<file path="src/rtl/debounce_pulse_pkg.sv">
// Shared state encoding and default timing constants for the button debouncer.
package debounce_pulse_pkg;

  typedef enum logic [1:0] {
    IDLE         = 2'd0,
    WAIT_PRESS   = 2'd1,
    PRESSED      = 2'd2,
    WAIT_RELEASE = 2'd3
  } state_e;

  localparam int DEBOUNCE_CYCLES_DEF = 4;
  localparam int SYNC_STAGES_DEF     = 2;
  localparam int REPEAT_CYCLES_DEF   = 8;

endpackage

</file>
<file path="src/rtl/sync_nff.sv">
// STAGES-deep flop synchroniser for an asynchronous level; synchronous active-high reset.
module sync_nff #(
  parameter int STAGES = 2
) (
  input  logic clk,
  input  logic reset,
  input  logic d,
  output logic q
);

  logic [STAGES-1:0] ff;

  always_ff @(posedge clk) begin
    if (reset) ff <= '0;
    else       ff <= {ff[STAGES-2:0], d};
  end

  assign q = ff[STAGES-1];

endmodule

</file>
<file path="src/rtl/debounce_pulse_t.sv">
// Synchronise + debounce a push button and emit one t pulse per accepted press.
// Optional auto-repeat while held: define DEBOUNCE_PULSE_T_AUTO_REPEAT_EN.
module debounce_pulse_t
  import debounce_pulse_pkg::*;
#(
  parameter int SYNC_STAGES     = SYNC_STAGES_DEF,
  parameter int DEBOUNCE_CYCLES = DEBOUNCE_CYCLES_DEF,
  parameter int REPEAT_CYCLES   = REPEAT_CYCLES_DEF,
  parameter int CNT_W           = 16
) (
  input  logic clk,
  input  logic reset,
  input  logic btn_in,
  output logic t,
  output logic btn_level,
  output logic busy
);

  localparam logic [CNT_W-1:0] DEB_LAST = CNT_W'(DEBOUNCE_CYCLES - 1);

  generate
    if (SYNC_STAGES < 2 || SYNC_STAGES > 3) begin : g_bad_sync
      $error("SYNC_STAGES must be 2 or 3");
    end
    if (DEBOUNCE_CYCLES < 2 || REPEAT_CYCLES < 2) begin : g_bad_cycles
      $error("DEBOUNCE_CYCLES and REPEAT_CYCLES must be >= 2");
    end
  endgenerate

  logic             s;
  state_e           state;
  logic [CNT_W-1:0] cnt;

  sync_nff #(.STAGES(SYNC_STAGES)) u_sync (
    .clk   (clk),
    .reset (reset),
    .d     (btn_in),
    .q     (s)
  );

  // cnt doubles as the repeat counter while in PRESSED; it is zeroed on every state change.
  always_ff @(posedge clk) begin
    if (reset) begin
      state     <= IDLE;
      cnt       <= '0;
      t         <= 1'b0;
      btn_level <= 1'b0;
    end else begin
      t <= 1'b0;
      unique case (state)
        IDLE: begin
          if (s) begin
            state <= WAIT_PRESS;
            cnt   <= '0;
          end
        end
        WAIT_PRESS: begin
          if (!s) begin
            state <= IDLE;
            cnt   <= '0;
          end else if (cnt == DEB_LAST) begin
            state     <= PRESSED;
            cnt       <= '0;
            t         <= 1'b1;
            btn_level <= 1'b1;
          end else begin
            cnt <= cnt + 1'b1;
          end
        end
        PRESSED: begin
          if (!s) begin
            state <= WAIT_RELEASE;
            cnt   <= '0;
          end
`ifdef DEBOUNCE_PULSE_T_AUTO_REPEAT_EN
          else if (cnt == CNT_W'(REPEAT_CYCLES - 1)) begin
            cnt <= '0;
            t   <= 1'b1;
          end else begin
            cnt <= cnt + 1'b1;
          end
`endif
        end
        WAIT_RELEASE: begin
          if (s) begin
            state <= PRESSED;
            cnt   <= '0;
          end else if (cnt == DEB_LAST) begin
            state     <= IDLE;
            cnt       <= '0;
            btn_level <= 1'b0;
          end else begin
            cnt <= cnt + 1'b1;
          end
        end
        default: begin
          state <= IDLE;
          cnt   <= '0;
        end
      endcase
    end
  end

  assign busy = (state == WAIT_PRESS) || (state == WAIT_RELEASE);

endmodule

</file>
<file path="config.mk">
export PLATFORM = sky130hd
export DESIGN_NAME = debounce_pulse_t
export DESIGN_NICKNAME = d
export VERILOG_FILES = /design/src/rtl/debounce_pulse_pkg.sv /design/src/rtl/sync_nff.sv /design/src/rtl/debounce_pulse_t.sv
export SDC_FILE = /design/constraint.sdc
export NUM_CORES = 1
export LEC_CHECK = 0
export ABC_CLOCK_PERIOD_IN_PS = 2560
export CORE_ASPECT_RATIO = 1.25
export CORE_MARGIN = 4
export CORE_UTILIZATION = 60
export CTS_BUF_LIST = sky130_fd_sc_hd__clkbuf_4 sky130_fd_sc_hd__clkbuf_8
export CTS_CLUSTER_DIAMETER = 150
export DETAILED_ROUTE_END_ITERATION = 10
export PLACE_DENSITY = 0.84
export REMOVE_ABC_BUFFERS = 1
export SYNTH_ARGS = -nofsm -noshare
export SYNTH_HDL_FRONTEND = slang
export SYNTH_SLANG_ARGS = --single-unit
export TNS_END_PERCENT = 10
</file>
<file path="constraint.sdc">
create_clock -name clk -period 2.56 [get_ports clk]
set_clock_uncertainty 0.15 [all_clocks]
set_input_delay 0.64 -clock clk [delete_from_list [all_inputs] [get_ports clk]]
set_output_delay 0.64 -clock clk [all_outputs]
set_load 0.02 [all_outputs]
</file>
---- Word-level counts from Yosys, hierarchy flattened ----
Index checks and enable logic that the tools add are counted.
operators by class
  eq/ne operators ......................... 12
  order comparisons ....................... 0
  mux-type cells .......................... 19
  shift-type cells ........................ 0
  divide/modulo/power cells ............... 0
  bitwise gates (word level) .............. 2
  add/subtract/negate cells ............... 1
  multiply operators ...................... 0
  reduce and logical (&&, ||, !) cells .... 7
operators by type and width
  operator                                               number
  2-to-1 mux 16 bit                                      5
  one-hot mux 16 bit (4 select lines)                    1
  adder 16 x 1 -> 16 bit, second input constant          1
  == test 16 x 2 -> 1 bit, second input constant         1
  2-to-1 mux 2 bit                                       6
  inequality test 2 bit, second input constant           4
  one-hot mux 2 bit (4 select lines)                     1
  2-to-1 mux 1 bit                                       5
  AND reduction 5 bit                                    1
  == test 2 bit, second input constant                   2
  inequality test 2 x 1 -> 1 bit, second input constant  2
  AND reduction 4 bit                                    1
  inequality test 3 x 2 -> 1 bit, second input constant  1
  inequality test 3 bit, second input constant           1
  OR reduction 3 bit                                     1
  == test 2 x 1 -> 1 bit, second input constant          1
  logical NOT 2 bit                                      1
  NOT 1 bit                                              2
  one-hot mux 1 bit (2 select lines)                     1
  AND reduction 2 bit                                    1
  nonzero test 2 bit                                     1
  logical OR 1 bit                                       1
word-level totals
  register bits after elaboration ......... 22
  RAM bits ................................ 0
  latch bits .............................. 0
  memory bits (read-only) ................. 0
  output and inout port bits .............. 3
  memories ................................ 0

---- Depth between registers and ports, before layout ----
Gate-level depths: netlist (run 1).
  depth in word-level cells ............... 4
  gate-level depth with buffers ........... 6
  depth with buffers taken out ............ 5

---- Cells and area by module ----
Synthesis (run 1) repeated with hierarchy kept, for this count alone.
second synthesis, totals
  cell total of the unflattened synthesis .. 130
  area total of the unflattened synthesis .. 1112.3 sq um
modules (own cells, without submodules)
  module            area an instance (sq um)  sequential area each (sq um)  times used  cells each
  debounce_pulse_t  1059.8                    400.4                         1           126
  sync_nff          52.6                      40.0                          1           4

---- Worst setup path before layout (run 1) ----
OpenSTA, ideal clock, no wires.
  path type ............................... flip-flop to flip-flop
  start point ............................. reg cnt[2]
  end point ............................... reg cnt[15]
  stages on the path, launching flop included .. 5
  library setup time ...................... 0.086 ns
  slack ................................... 0.503 ns
  clock period less this slack ............ 2.057 ns
  data arrival time ....................... 1.822 ns
  cells stage by stage .................... dfxtp_1 -> nand4_2 -> or4_4 -> or4_1 -> a211oi_1
between the ends
  word-level cells in the longest chain between the ends .. 4
  elaborated cells on any way between the ends .. 6
RTL lines
  what                                                                      line                                            source
  start, declared                                                           debounce_pulse_t.sv:32                          logic [CNT_W-1:0] cnt;
  start signal, assigned                                                    debounce_pulse_t.sv:67                          cnt <= cnt + 1'b1;
  start signal, assigned                                                    debounce_pulse_t.sv:93                          cnt <= cnt + 1'b1;
  adder 16 x 1 -> 16 bit / == test 16 x 2 -> 1 bit (equally long branches)  --
  2-to-1 mux 16 bit (*)                                                     debounce_pulse_t.sv:61, debounce_pulse_t.sv:88
  2-to-1 mux 16 bit (on tied branches)                                      debounce_pulse_t.sv:85, debounce_pulse_t.sv:58
  one-hot mux 16 bit (4 select lines) (*)                                   debounce_pulse_t.sv:50                          unique case (state)
Mark *: on every way between the ends. The rest lies on a longest branch, timed or not.
A chain may end at the register's enable or synchronous reset.

---- Worst setup path in the final report (run 1) ----
  start point ............................. reg state[0]
  end point ............................... out busy
between the ends
  word-level cells in the longest chain between the ends .. 2
  elaborated cells on any way between the ends .. 3
RTL lines
  what                                                            line                     source
  start, declared                                                 debounce_pulse_t.sv:31   state_e state;
  start signal, assigned                                          debounce_pulse_t.sv:44   state <= IDLE;
  start signal, assigned                                          debounce_pulse_t.sv:53   state <= WAIT_PRESS;
  start signal, assigned                                          debounce_pulse_t.sv:59   state <= IDLE;
  == test 2 x 1 -> 1 bit / == test 2 bit (equally long branches)  debounce_pulse_t.sv:104  assign busy = (state == WAIT_PRESS) || (state == WAIT_RELEASE);
  logical OR 1 bit (*)                                            debounce_pulse_t.sv:104
  end, declared                                                   debounce_pulse_t.sv:16   output logic busy
Marked as above.

==> flow_summary_export.csv, run 1 <==
group,metric,value,unit
clock_network,cts_resized,0,
min_path,min_path_type,"reg2reg",
placement,post-place-cells,148,
power_and_ir_drop,largest_vdd_supply_drop,0.423,mV
synthesis,synth_seq_area_share,39.8,%
routing,detail_route.drc_violations,0,
final_layout,area_delta_synth_final,9.60,%
synthesis,yosysMostFrequentCell,"dfxtp_1",
synthesis,yosys-top-cells-area,"dfxtp_1 40%, nor3_1 5.0%, xor2_1 4.0%",
synthesis,synth-seq-cells,22,
floorplan,die_height,56.0,um
sta,fin_setup_tns,0,ns
sta,maximum_achievable_frequency,427,MHz
floorplan,floorplan.initialDensity,62.7,%
floorplan,die_width,46.4,um
placement,postPlaceCellArea,1180,um^2
routing,routed_wire_per_std_cell,15.8,um
sta,fin_ws,0.216,ns
clock_network,clkLatencyLatePin,0.31,ns
synthesis,yosysUniqueCellTypes,37,
worst_setup_path,worst-endpoint-required,1.77,ns
placement,post-place-ws,0.335,ns
synthesis,synth_ff_type,"dfxtp_1",
floorplan,die_area,2600,um^2
grt,track_usage,21.6,%
routing,detailedRoute.firstPassIterationCount,4,
sta,report.final.setup_viol,0,
clock_network,numClockSinks,22,
grt,pin_count_of_the_biggest_net_entering_global_routing,19,
clock_network,holdBufCountCts,0,
sta,period_share,91.5,%
sta,maxSlewHeadroom,64.7,%
worst_setup_path,critPathKind,"reg2out",
routing,routed-via-count,1007,
worst_setup_path,critical_path.startpoint_type,"flip-flop",
clock_network,cts.clk_slew.worst_paths,0.11,ns
final_layout,post-route-cell-area,1210,um^2
run_status,status,"finished, final reports clean",
floorplan,boundaryPins,6,
worst_setup_path,slowest_library_cell_on_the_worst_path,"clkdlybuf4s50_1",
clock_network,total_setup_buffers_inserted_after_cts,0,
worst_setup_path,cp_num_cells,1,
final_layout,post_route_cells_drive_above_1_share,6.77,%
final_layout,postLayoutCoreUtil,68.7,%
placement,half_perimeter_wire_length_of_the_detailed_placement_result,1760,um
grt,first_pass_grt_wire_length,4260,um
worst_setup_path,critPathMaxFanout,12,
sta,grt_setup_unrepaired,"no",
synthesis,area_share_of_the_largest_cell_type_after_synthesis,39.8,%
floorplan,std_cell_rows,17,
worst_setup_path,crit_path_max_incr_delay,0.68,ns
job,cap_viol_max_count,0,
clock_network,cts_max_path_buffers,2,
final_layout,number_of_antenna_cells_inserted,0,
grt,congestion_overflow_gr,0,
synthesis,netlist_top_cells_count,"22 x dfxtp_1, 11 x nor3_1, 10 x nand2_1",
sta,max_slew.worst_pin.slew,0.522,ns
placement,count_of_input_and_output_buffers,5,
power_and_ir_drop,total_power,571,uW
synthesis,syn_area_per_cell,8.65,um^2
synthesis,number_of_enable_flip_flop_cells_after_synthesis,0,
clock_network,ctsHtreeMaxLevel,1,
worst_setup_path,cp.arrival,1.55,ns
worst_setup_path,timing.critical_path.cells,"clkdlybuf4s50_1",
worst_setup_path,worst-r2r-cell-count,4,
synthesis,async_flop_share,0,%
floorplan,placeableCoreArea,1770,um^2
grt,number_of_antenna_violations_at_the_first_check_in_global_routing,0,
clock_network,cts-buffers-inserted,3,
power_and_ir_drop,cellLeakagePower,0.408,nW
final_layout,nNetsFinal,138,
synthesis,synth_area,1110,um^2
routing,drt-initial-drc-count,31,
synthesis,synth.largest_area_cell,"dfxtp_1",
clock_network,tritoncts,"yes",
synthesis,ys_warn_count,0,
final_layout,finalNonFillerCells,152,
routing,wirelength,2390,um
worst_setup_path,cp_top_family,"buffers and inverters",
clock_network,clk_tree_root_cell,"clkbuf_4",
worst_setup_path,cp_num_buf_inv,1,
sta,layout_min_cycle_time,2.34,ns
grt,grt_pass1_vias,950,
placement,place_congestion,0.869,
routing,vias_per_cell,6.63,
sta,hold_violations,0,
routing,ant_nets,0,
min_path,min_path_cells,1,
worst_setup_path,timing.critical_path.to_type,"primary output",
sta,final.hold.worst_slack,0.304,ns
synthesis,syn_inst,128,
sta,timing.final.max_slew_violations,0,
power_and_ir_drop,power_per_cell_area,471,nW/um^2
-- sequential cells by signal, indices dropped and copies added, names as in the netlist, named ones only --
name,count
state,1
u_sync.ff,2
cnt,16
t,1
btn_level,1
-- layout make-up --
| class | instances | area (um^2) |
|---|---|---|
| clock buffers | 4 | 36.3 |
| fillers | 134 | 552 |
| inverters | 2 | 7.51 |
| multi-input cells | 97 | 633 |
| flip-flops and latches | 22 | 440 |
| well taps | 19 | 23.8 |
| repair buffers | 8 | 72.6 |
-- cell families (layout without fill, tap and decap cells) --
group	count (synthesis)	count (layout)	share of synthesized area, %
flip-flops	22	22	39.8
multiplexers	2	2	1.81
adder cells (fa/ha/maj)	1	1	1.13
AO/OA/AOI/OAI	29	29	18.0
AND/OR/NAND/NOR	60	60	32.3
XOR/XNOR	5	5	3.95
buffers and inverters	9	14	3.05
-- where the power goes --
part           total [mW]  internal [mW]  switching, mW
Sequential          0.349          0.346        0.00329
Clock               0.190         0.0869          0.104
Combinational      0.0317         0.0139         0.0179
Total               0.571          0.446          0.125
-- routing by layer --
metal,global-route usage [%],up-vias,routed length [um]
met5,0,-,0
met4,9.35,0,36
met3,3.88,4,89
met2,33.7,30,1220
met1,28.0,472,1040
li1,-,501,-
-- cells in the final DEF, fill, tap and decap left out, types with 3 or more instances in the layout --
| master | Yosys | final |
|---|---|---|
| dfxtp_1 | 22 | 22 |
| nor3_1 | 11 | 11 |
| nand2_1 | 10 | 10 |
| o21ai_0 | 6 | 6 |
| xor2_1 | 5 | 5 |
| a21oi_1 | 5 | 5 |
| clkdlybuf4s50_1 | 0 | 5 |
| nand3_1 | 4 | 4 |
| nor3b_1 | 4 | 4 |
| or4_1 | 4 | 4 |
| o31ai_1 | 4 | 4 |
| nor2_1 | 4 | 4 |
| nand4_1 | 3 | 3 |
| nor2b_1 | 3 | 3 |
| a211oi_1 | 3 | 3 |
| clkbuf_4 | 0 | 3 |
| buf_4 | 0 | 3 |
-- path summary, 6_finish.rpt --
kind | startpoint | endpoint | slack, ns
setup / recovery | state[0] | busy | 0.22
hold / removal | u_sync.ff[0] | u_sync.ff[1] | 0.30
setup reg to reg | cnt[2] | cnt[15] | 0.31
hold reg to reg | u_sync.ff[0] | u_sync.ff[1] | 0.30
No activity file was read; power rests on OpenSTA's default activity.
==> run 2, diff against run 1 <==
SLEW_MARGIN = 30   (was unset)
==> results of run 2 <==
The final DEF is identical to that of run 1; final timing and power are the same.
==> run 3, diff against run 2 <==
RECOVER_POWER = 50   (was unset)
==> run 3 against run 2 <==
Via count is 1.2% higher. Power is 0.26% lower. Die area is the same. Fmax down 0.20%.
==> flow_summary_export.csv, run 3 (synthesized netlist as in run 1, its figures left out) <==
group,metric,value,unit
placement,half_perimeter_wire_length_of_the_detailed_placement_result,1760,um
final_layout,nFillCells,134,
worst_setup_path,critPathKind,"reg2out",
final_layout,area.sequential,440,um^2
worst_setup_path,critical_path.startpoint_type,"flip-flop",
clock_network,cts.clk_slew.worst_paths,0.11,ns
grt,congestion_overflow_gr,0,
final_layout,reg_top3,"cnt: 16 flops, u_sync.ff: 2 flops",
routing,routed-via-count,1019,
worst_setup_path,cp_num_buf_inv,1,
routing,wirelength,2370,um
clock_network,tritoncts,"yes",
min_path,min_path_cells,1,
clock_network,cts-buffers-inserted,3,
min_path,min_to,"u_sync.ff[1]",
floorplan,die_area,2600,um^2
grt,track_usage,21.6,%
clock_network,numClockSinks,22,
floorplan,boundaryPins,6,
floorplan,die_width,46.4,um
sta,maximum_achievable_frequency,426,MHz
sta,hold_violations,0,
placement,place_congestion,0.869,
grt,pin_count_of_the_biggest_net_entering_global_routing,19,
routing,vias_per_cell,6.70,
final_layout,most_common_cell_after_layout_fill_and_taps_aside,"dfxtp_1",
worst_setup_path,slowest_library_cell_on_the_worst_path,"clkdlybuf4s50_1",
min_path,min-delay-start,"u_sync.ff[0]",
worst_setup_path,regToRegStartpoint,"cnt[1]",
floorplan,placeableCoreArea,1770,um^2
worst_setup_path,worst-r2r-cell-count,6,
power_and_ir_drop,switching_share,21.9,%
clock_network,total_setup_buffers_inserted_after_cts,0,
sta,fin_setup_tns,0,ns
final_layout,largest_reg_flops,16,
grt,grt_pass1_vias,950,
sta,timing.final.max_slew_violations,0,
worst_setup_path,ff2ff_setup_slack,0.28,ns
power_and_ir_drop,power_per_cell_area,471,nW/um^2
final_layout,registers.top_by_ff_count,"cnt",
worst_setup_path,cp_top_family,"buffers and inverters",
worst_setup_path,worst-endpoint-required,1.77,ns
clock_network,clk_tree_root_cell,"clkbuf_4",
power_and_ir_drop,largest_vdd_supply_drop,0.420,mV
worst_setup_path,cp.arrival,1.56,ns
sta,period_share,91.7,%
clock_network,ctsHtreeMaxLevel,1,
grt,number_of_antenna_violations_at_the_first_check_in_global_routing,0,
sta,grt_setup_unrepaired,"no",
final_layout,area_delta_synth_final,9.27,%
routing,ant_nets,0,
power_and_ir_drop,power.switching,125,uW
sta,max_slew.worst_pin.slew,0.699,ns
routing,routed_wire_per_std_cell,15.6,um
floorplan,die_height,56.0,um
job,cap_viol_max_count,0,
final_layout,post-route-cell-area,1210,um^2
final_layout,nNetsFinal,138,
final_layout,total_area_of_multi_input_combinational_cells,633,um^2
routing,detail_route.drc_violations,0,
placement,postPlaceCellArea,1180,um^2
worst_setup_path,timing.critical_path.cells,"clkdlybuf4s50_1",
sta,layout_min_cycle_time,2.35,ns
sta,report.final.setup_viol,0,
worst_setup_path,reg_to_reg_critical_path_endpoint,"cnt[2]",
clock_network,cts_resized,0,
power_and_ir_drop,clkPwrFrac,33.5,%
routing,drt-initial-drc-count,29,
grt,grt_util_met2,33.7,%
sta,maxSlewHeadroom,53.4,%
clock_network,holdBufCountCts,0,
placement,count_of_input_and_output_buffers,5,
final_layout,most-common-layout-cells,"22 x dfxtp_1, 11 x nor3_1, 10 x nand2_1",
power_and_ir_drop,pwr-share-comb,5.3,%
sta,fin_ws,0.212,ns
final_layout,postLayoutCoreUtil,68.5,%
power_and_ir_drop,share_seq_of_total_power,61.2,%
routing,detailedRoute.firstPassIterationCount,4,
grt,grtUsageMet1,28.0,%
worst_setup_path,crit_path_max_incr_delay,0.68,ns
final_layout,post_route_cells_drive_above_1_share,6.02,%
min_path,min_path_type,"reg2reg",
final_layout,number_of_antenna_cells_inserted,0,
grt,first_pass_grt_wire_length,4260,um
power_and_ir_drop,cellLeakagePower,0.411,nW
clock_network,cts_max_path_buffers,2,
worst_setup_path,critPathMaxFanout,12,
power_and_ir_drop,internal-power,445,uW
clock_network,clkLatencyLatePin,0.31,ns
run_status,status,"finished, final reports clean",
grt,busiest_layer,"met2",
grt,grt_util_met3,3.88,%
placement,post-place-ws,0.335,ns
floorplan,floorplan.initialDensity,62.7,%
power_and_ir_drop,total_power,570,uW
worst_setup_path,timing.critical_path.to_type,"primary output",
floorplan,std_cell_rows,17,
-- run 3: cell count changes in the layout (fill, tap and decap cells not counted), sizes merged --
cell / before / now
clkdlybuf4s50: 5 / 2
dlygate4sd3: 0 / 3
clkbuf: 4 / 5
buf: 3 / 2
-- run 3: worst max-delay path by stage --
stage,start,slack (ns),end,cells after the start
CTS,state[0],0.22,busy,1
finish,state[0],0.21,busy,1
global placement,reset,0.39,cnt[10],4
global route,reset,0.11,cnt[9],5
floorplan,cnt[2],0.50,cnt[15],4
detailed placement,cnt[2],0.33,cnt[15],4
-- run 3: layer usage --
| metal | part of all wire, % | wire (um) |
|---|---|---|
| met2 | 51 | 1210 |
| met1 | 43 | 1020 |
| met3 | 4.2 | 100 |
| met5 | 0 | 0 |
| met4 | 1.8 | 42 |
-- run 3: layout make-up --
cell class	count	share of cell area (%)
Sequential cell	22	36.4
Timing Repair Buffer	8	5.69
Inverter	2	0.620
Clock buffer	4	3.00
Tap cell	19	1.96
Multi-Input combinational cell	97	52.3
-- run 3: stage by stage --
step | hold slack [ns] | instances
2_1_floorplan | 0.264 | 121
3_3_place_gp | 0.279 | 148
3_5_place_dp | 0.279 | 148
4_1_cts | 0.310 | 152
5_1_grt | 0.321 | 152
6_report | 0.303 | 152
-- run 3: power by group through the flow --
| stage | registers, mW | clock network, mW | logic (mW) |
|---|---|---|---|
| final | 0.349 | 0.191 | 0.0302 |
| after global routing | 0.350 | 0.209 | 0.0336 |
| after CTS | 0.349 | 0.196 | 0.0317 |
| after global placement | 0.357 | 0 | 0.0307 |
| after detailed placement | 0.357 | 0 | 0.0316 |
| after floorplan | 0.358 | 0 | 0.0117 |
==> RTL edit 1 (config.mk and constraints of run 1) <==
Set the parameter `CNT_W` to 20 (it was 16).
--- a/src/rtl/debounce_pulse_t.sv
+++ b/src/rtl/debounce_pulse_t.sv
@@ -8,3 +8,3 @@
   parameter int REPEAT_CYCLES   = REPEAT_CYCLES_DEF,
-  parameter int CNT_W           = 16
+  parameter int CNT_W           = 20
 ) (
Formal check against the unedited RTL: same outputs for any inputs over 10 cycles, from zero or initial values and one cycle with reset high; that may be too few to reach the edited logic, so the function may still have changed.
==> RTL edit 1 against run 1 <==
Highest routed layer unchanged; worst setup slack better by 0.014 ns; sequential power rose by 18%; final cell count up 29%; sequential share of layout area fell by 1.2 points; first-iteration DRC count increased by 90%; design area is 22% higher; sequential cell count is 4 higher; synthesized area grew 27%; total power rose by 15%; wire length increased by 22%; utilization is 1.6 points lower; via count increased by 25%; clock power increased by 13%.
==> RTL edit 1: results (changes against run 1) <==
The share of synthesized area occupied by flip-flops and latches is 36.9% (was 39.8%). The maximum fanout encountered on the critical timing path is 8 (was 12). The number of DRC markers in iteration 0 came to 59 (was 31).

The proportion of layout cells with a drive suffix above 1 is 10.3% (was 6.77%). The placed cell count is 192 (was 148). The total of fill cells in the finished design is 178 (was 134). The number of antenna repair diodes came out at 0 (unchanged). The wire length of the first global-routing pass was 5.33 mm (was 4.26 mm).

The final cell count without fillers is 196 (was 152). Synth top area cells: sky130_fd_sc_hd__dfxtp_1 37%, sky130_fd_sc_hd__nand2_1 4.0%, sky130_fd_sc_hd__a21oi_1 3.9% (was sky130_fd_sc_hd__dfxtp_1 40%, sky130_fd_sc_hd__nor3_1 5.0%, sky130_fd_sc_hd__xor2_1 4.0%). The final estimated routing congestion in global placement came out at 0.888 (was 0.869).

The clock-pin slew on the worst setup and hold paths is 0.14 ns (was 0.11 ns). The number of global-route vias before repair is 1220 (was 950). The number of gates given a new drive strength after cts is 0 (unchanged). Commonest cells in the netlist: 26 x sky130_fd_sc_hd__dfxtp_1, 15 x sky130_fd_sc_hd__nand2_1, 11 x sky130_fd_sc_hd__a21oi_1, 11 x sky130_fd_sc_hd__nand3_1, 9 x sky130_fd_sc_hd__nor2_1 (was 22 x sky130_fd_sc_hd__dfxtp_1, 11 x sky130_fd_sc_hd__nor3_1, 10 x sky130_fd_sc_hd__nand2_1, 7 x sky130_fd_sc_hd__clkbuf_1, 6 x sky130_fd_sc_hd__o21ai_0). Largest registers: cnt (20), u_sync.ff (2) (was cnt (16), u_sync.ff (2)). The slew at the pin closest to its max-slew limit came out at 0.727 ns (was 0.522 ns). The via total after detailed routing is 1261 (was 1007).

The insertion delay to the later sink of the worst-skew pair came to 0.33 ns (was 0.31 ns). The worst slack at placement is 0.196 ns (was 0.335 ns). The post-layout net count is 170 (was 138).

The power per unit of standard cell area is 442 mW/mm^2 (was 471 mW/mm^2). The post-detailed-placement half-perimeter wirelength came out at 2.14 mm (was 1.76 mm). The total leakage power is 0.518 nW (was 0.408 nW). The mean routed wirelength per cell is 14.9 um (was 15.8 um). Status: finished, final reports clean (unchanged). The largest net degree at the start of global routing is 18 (was 19). The post-detailed-placement cell area is 0.00145 mm^2 (was 0.00118 mm^2).

The depth of the CTS H-tree came out at 1 (unchanged). The number of distinct library cell variants in the gate-level netlist after synthesis is 42 (was 37). The maximum vdd drop is 0.000426 V (was 0.000423 V). The clock buffer count from CTS came to 3 (unchanged). The average size of a mapped cell came out at 8.65 um^2 (about the same). The global-route usage over all layers is 21.0% (was 21.6%).
==> RTL edit 1: final timing paths <==
kind,start,end,slack (ns),cells past startpoint
worst max-delay path,state[0]$_SDFFE_PP0P_,busy,0.23,1
worst max register to register,cnt[0]$_SDFFE_PP0P_,cnt[19]$_SDFFE_PP0P_,0.35,7
worst min register to register,u_sync.ff[0]$_SDFF_PP0_,u_sync.ff[1]$_SDFF_PP0_,0.32,1
worst min-delay path,u_sync.ff[0]$_SDFF_PP0_,u_sync.ff[1]$_SDFF_PP0_,0.32,1
==> RTL edit 1: layer usage <==
| layer | track usage [%] | wire length (um) |
|---|---|---|
| met5 | 0 | 0 |
| met4 | 10.5 | 57 |
| met3 | 4.07 | 90 |
| met2 | 35.5 | 1470 |
| met1 | 24.5 | 1290 |
==> RTL edit 1: cells by family (layout without fill, tap and decap cells) <==
| logic type | count (synthesis) | after routing | synth area share (%) |
|---|---|---|---|
| AO/OA/AOI/OAI | 40 | 40 | 19.5 |
| XOR/XNOR | 5 | 5 | 3.64 |
| adder cells (fa/ha/maj) | 1 | 1 | 0.887 |
| buffers and inverters | 14 | 16 | 6.30 |
| flip-flops | 26 | 26 | 36.9 |
| multiplexers | 1 | 1 | 0.710 |
| AND/OR/NAND/NOR | 76 | 76 | 32.0 |
==> RTL edit 1: layout make-up <==
cell class / instances / area share, %
tap: 31 / 2.61
timing repair buffer: 8 / 4.89
multi-input combinational: 123 / 54.0
inverter: 4 / 1.01
clock buffer: 4 / 2.45
sequential: 26 / 35.1
==> RTL edit 1: power breakdown <==
group	switching [mW]	internal, mW
Clock	0.127	0.0872
Sequential	0.00407	0.408
Combinational	0.0198	0.0101
Total	0.150	0.505
==> RTL edit 2 (settings of run 1) <==
Made on the original files. Add an input register stage for `btn_in`; this delays it by one clock.
--- a/src/rtl/debounce_pulse_t.sv
+++ b/src/rtl/debounce_pulse_t.sv
@@ -20,2 +20,8 @@
 
+  logic btn_q;
+
+  always_ff @(posedge clk) begin
+    btn_q <= btn_in;
+  end
+
   generate
@@ -36,3 +42,3 @@
     .reset (reset),
-    .d     (btn_in),
+    .d     (btn_q),
     .q     (s)
Function: changed (a bounded check fails within 4 cycles, from zero or initial values and one cycle with reset high).
==> RTL edit 2 against run 1 <==
Wire length is 5.4% higher; final cell count up 5.9%; sequential share of layout area up 0.36 points; hold slack better by 0.0095 ns; sequential power increased by 5%; sequential cell count rose by 1; first-iteration DRC count grew 32%; die area rose by 5.6%; synthesized area increased by 6.7%; largest power group unchanged; worst setup slack improved by 0.085 ns; synthesized cell count up 7.8%; largest cell class unchanged; design area grew 3.5%; total power fell by 1.5%.
==> RTL edit 2: results (changes against run 1) <==
The final estimated routing congestion in global placement is 0.866 (was 0.869). The largest net degree at the start of global routing is 19 (unchanged). The slack of the worst reg-to-reg path came out at 0.47 ns (was 0.31 ns).

The number of buffers added for setup after CTS came to 0 (unchanged). The proportion of layout cells with a drive suffix above 1 came out at 7.04% (was 6.77%). The clock buffer count from CTS is 3 (unchanged). The global-route usage over all layers is 21.0% (was 21.6%).

The share of synthesized area occupied by flip-flops and latches is 39.0% (was 39.8%). Commonest cells in the netlist: 23 x sky130_fd_sc_hd__dfxtp_1, 15 x sky130_fd_sc_hd__a31oi_1, 11 x sky130_fd_sc_hd__nand3_1, 9 x sky130_fd_sc_hd__nand2_1 (was 22 x sky130_fd_sc_hd__dfxtp_1, 11 x sky130_fd_sc_hd__nor3_1, 10 x sky130_fd_sc_hd__nand2_1, 7 x sky130_fd_sc_hd__clkbuf_1, 6 x sky130_fd_sc_hd__o21ai_0). Synth top area cells: sky130_fd_sc_hd__dfxtp_1 39%, sky130_fd_sc_hd__a31oi_1 7.9%, sky130_fd_sc_hd__nand3_1 4.7% (was sky130_fd_sc_hd__dfxtp_1 40%, sky130_fd_sc_hd__nor3_1 5.0%, sky130_fd_sc_hd__xor2_1 4.0%).

The fraction of synthesis flops using an asynchronous set or reset pin is 0% (unchanged). The end of the worst register-to-register path was cnt[9]$_SDFFE_PP0P_ (was cnt[15]$_SDFFE_PP0P_). The wire length of the first global-routing pass is 4.28 mm (was 4.26 mm). The number of cells on the worst reg-to-reg path came out at 6 (was 4). The mean routed wirelength per cell is 15.7 um (was 15.8 um). The maximum fanout encountered on the critical timing path came to 9 (was 12).

The number of global-route vias before repair was 1021 (was 950). The slew at the pin closest to its max-slew limit came out at 0.659 ns (was 0.522 ns). The startpoint of the lowest-slack register-to-register path was cnt[0]$_SDFFE_PP0P_ (was cnt[2]$_SDFFE_PP0P_). The largest incremental delay on the critical path came out at 0.66 ns (was 0.68 ns). The post-detailed-placement half-perimeter wirelength was 1.88 mm (was 1.76 mm).

The post-layout net count is 147 (was 138). The total leakage power came out at 0.384 nW (was 0.408 nW). The number of gates given a new drive strength after cts came out at 0 (unchanged).

The number of DRC markers in iteration 0 came to 41 (was 31). The via total after detailed routing came out at 1110 (was 1007). The clock root buffer is sky130_fd_sc_hd__clkbuf_4 (unchanged). The worst slack at placement is 0.310 ns (was 0.335 ns).

The data arrival at the endpoint of the critical path is 1.47 ns (was 1.55 ns). Status: finished, final reports clean (unchanged). The maximum vdd drop is 0.000300 V (was 0.000423 V). The buffer depth of the longest clock path is 2 (unchanged). The design internal power came out at 0.434 mW (was 0.446 mW).
[RTL edit 2: cells by family after synthesis]
family	after synthesis	synth area share [%]
AND/OR/NAND/NOR	57	28.2
AO/OA/AOI/OAI	40	22.5
flip-flops	23	39.0
buffers and inverters	13	5.72
XOR/XNOR	4	3.60
adder cells (fa/ha/maj)	1	1.06
[RTL edit 2: power groups by stage]
stage,clock (mW),sequential [mW],combinational [mW]
global placement,0,0.374,0.0308
CTS,0.169,0.366,0.0317
finish,0.165,0.366,0.0316
detailed placement,0,0.374,0.0316
global route,0.191,0.367,0.0344
floorplan,0,0.375,0.0139
[RTL edit 2: metrics by stage]
| step | hold slack (ns) | instances | power [mW] | cell area (um^2) |
|---|---|---|---|---|
| 2_1_floorplan | 0.264 | 130 | 0.389 | 1130 |
| 3_3_place_gp | 0.270 | 157 | 0.404 | 1230 |
| 3_5_place_dp | 0.296 | 157 | 0.405 | 1230 |
| 4_1_cts | 0.320 | 161 | 0.567 | 1260 |
| 5_1_grt | 0.337 | 161 | 0.592 | 1260 |
| 6_report | 0.313 | 161 | 0.563 | 1260 |
[RTL edit 2: final cells by class]
type	instances	area (um^2)
Clock inverter	1	5.00
Fill cell	155	552
Clock buffer	3	22.5
Sequential cell	23	460
Multi-Input combinational cell	102	653
Tap cell	19	23.8
Inverter	5	18.8
Timing Repair Buffer	8	72.6
[RTL edit 2: worst max-delay path by stage]
stage | startpoint | endpoint | slack, ns | cells after the start
final | state[0]$_SDFFE_PP0P_ | busy | 0.30 | 1
after global routing | state[0]$_SDFFE_PP0P_ | busy | 0.23 | 1
after CTS | state[0]$_SDFFE_PP0P_ | busy | 0.30 | 1
after detailed placement | reset | cnt[12]$_SDFFE_PP0P_ | 0.31 | 4
after global placement | reset | cnt[12]$_SDFFE_PP0P_ | 0.33 | 4
after floorplan | cnt[0]$_SDFFE_PP0P_ | btn_level$_SDFFE_PP0P_ | 0.58 | 5
[RTL edit 2: layer usage]
layer,wire length (um),track usage [%]
met1,1120,27.0
met2,1240,32.5
met5,0,0
met3,117,4.42
met4,44,9.62
[RTL edit 2: worst reg2reg max path, cell delays in order (launching register included)]
cell and delay, ns:
sky130_fd_sc_hd__dfxtp_1 0.41, sky130_fd_sc_hd__ha_1 0.23, sky130_fd_sc_hd__nor4b_1 0.39, sky130_fd_sc_hd__nand4_2 0.27, sky130_fd_sc_hd__buf_4 0.28, sky130_fd_sc_hd__a31oi_1 0.16, sky130_fd_sc_hd__a21oi_1 0.09
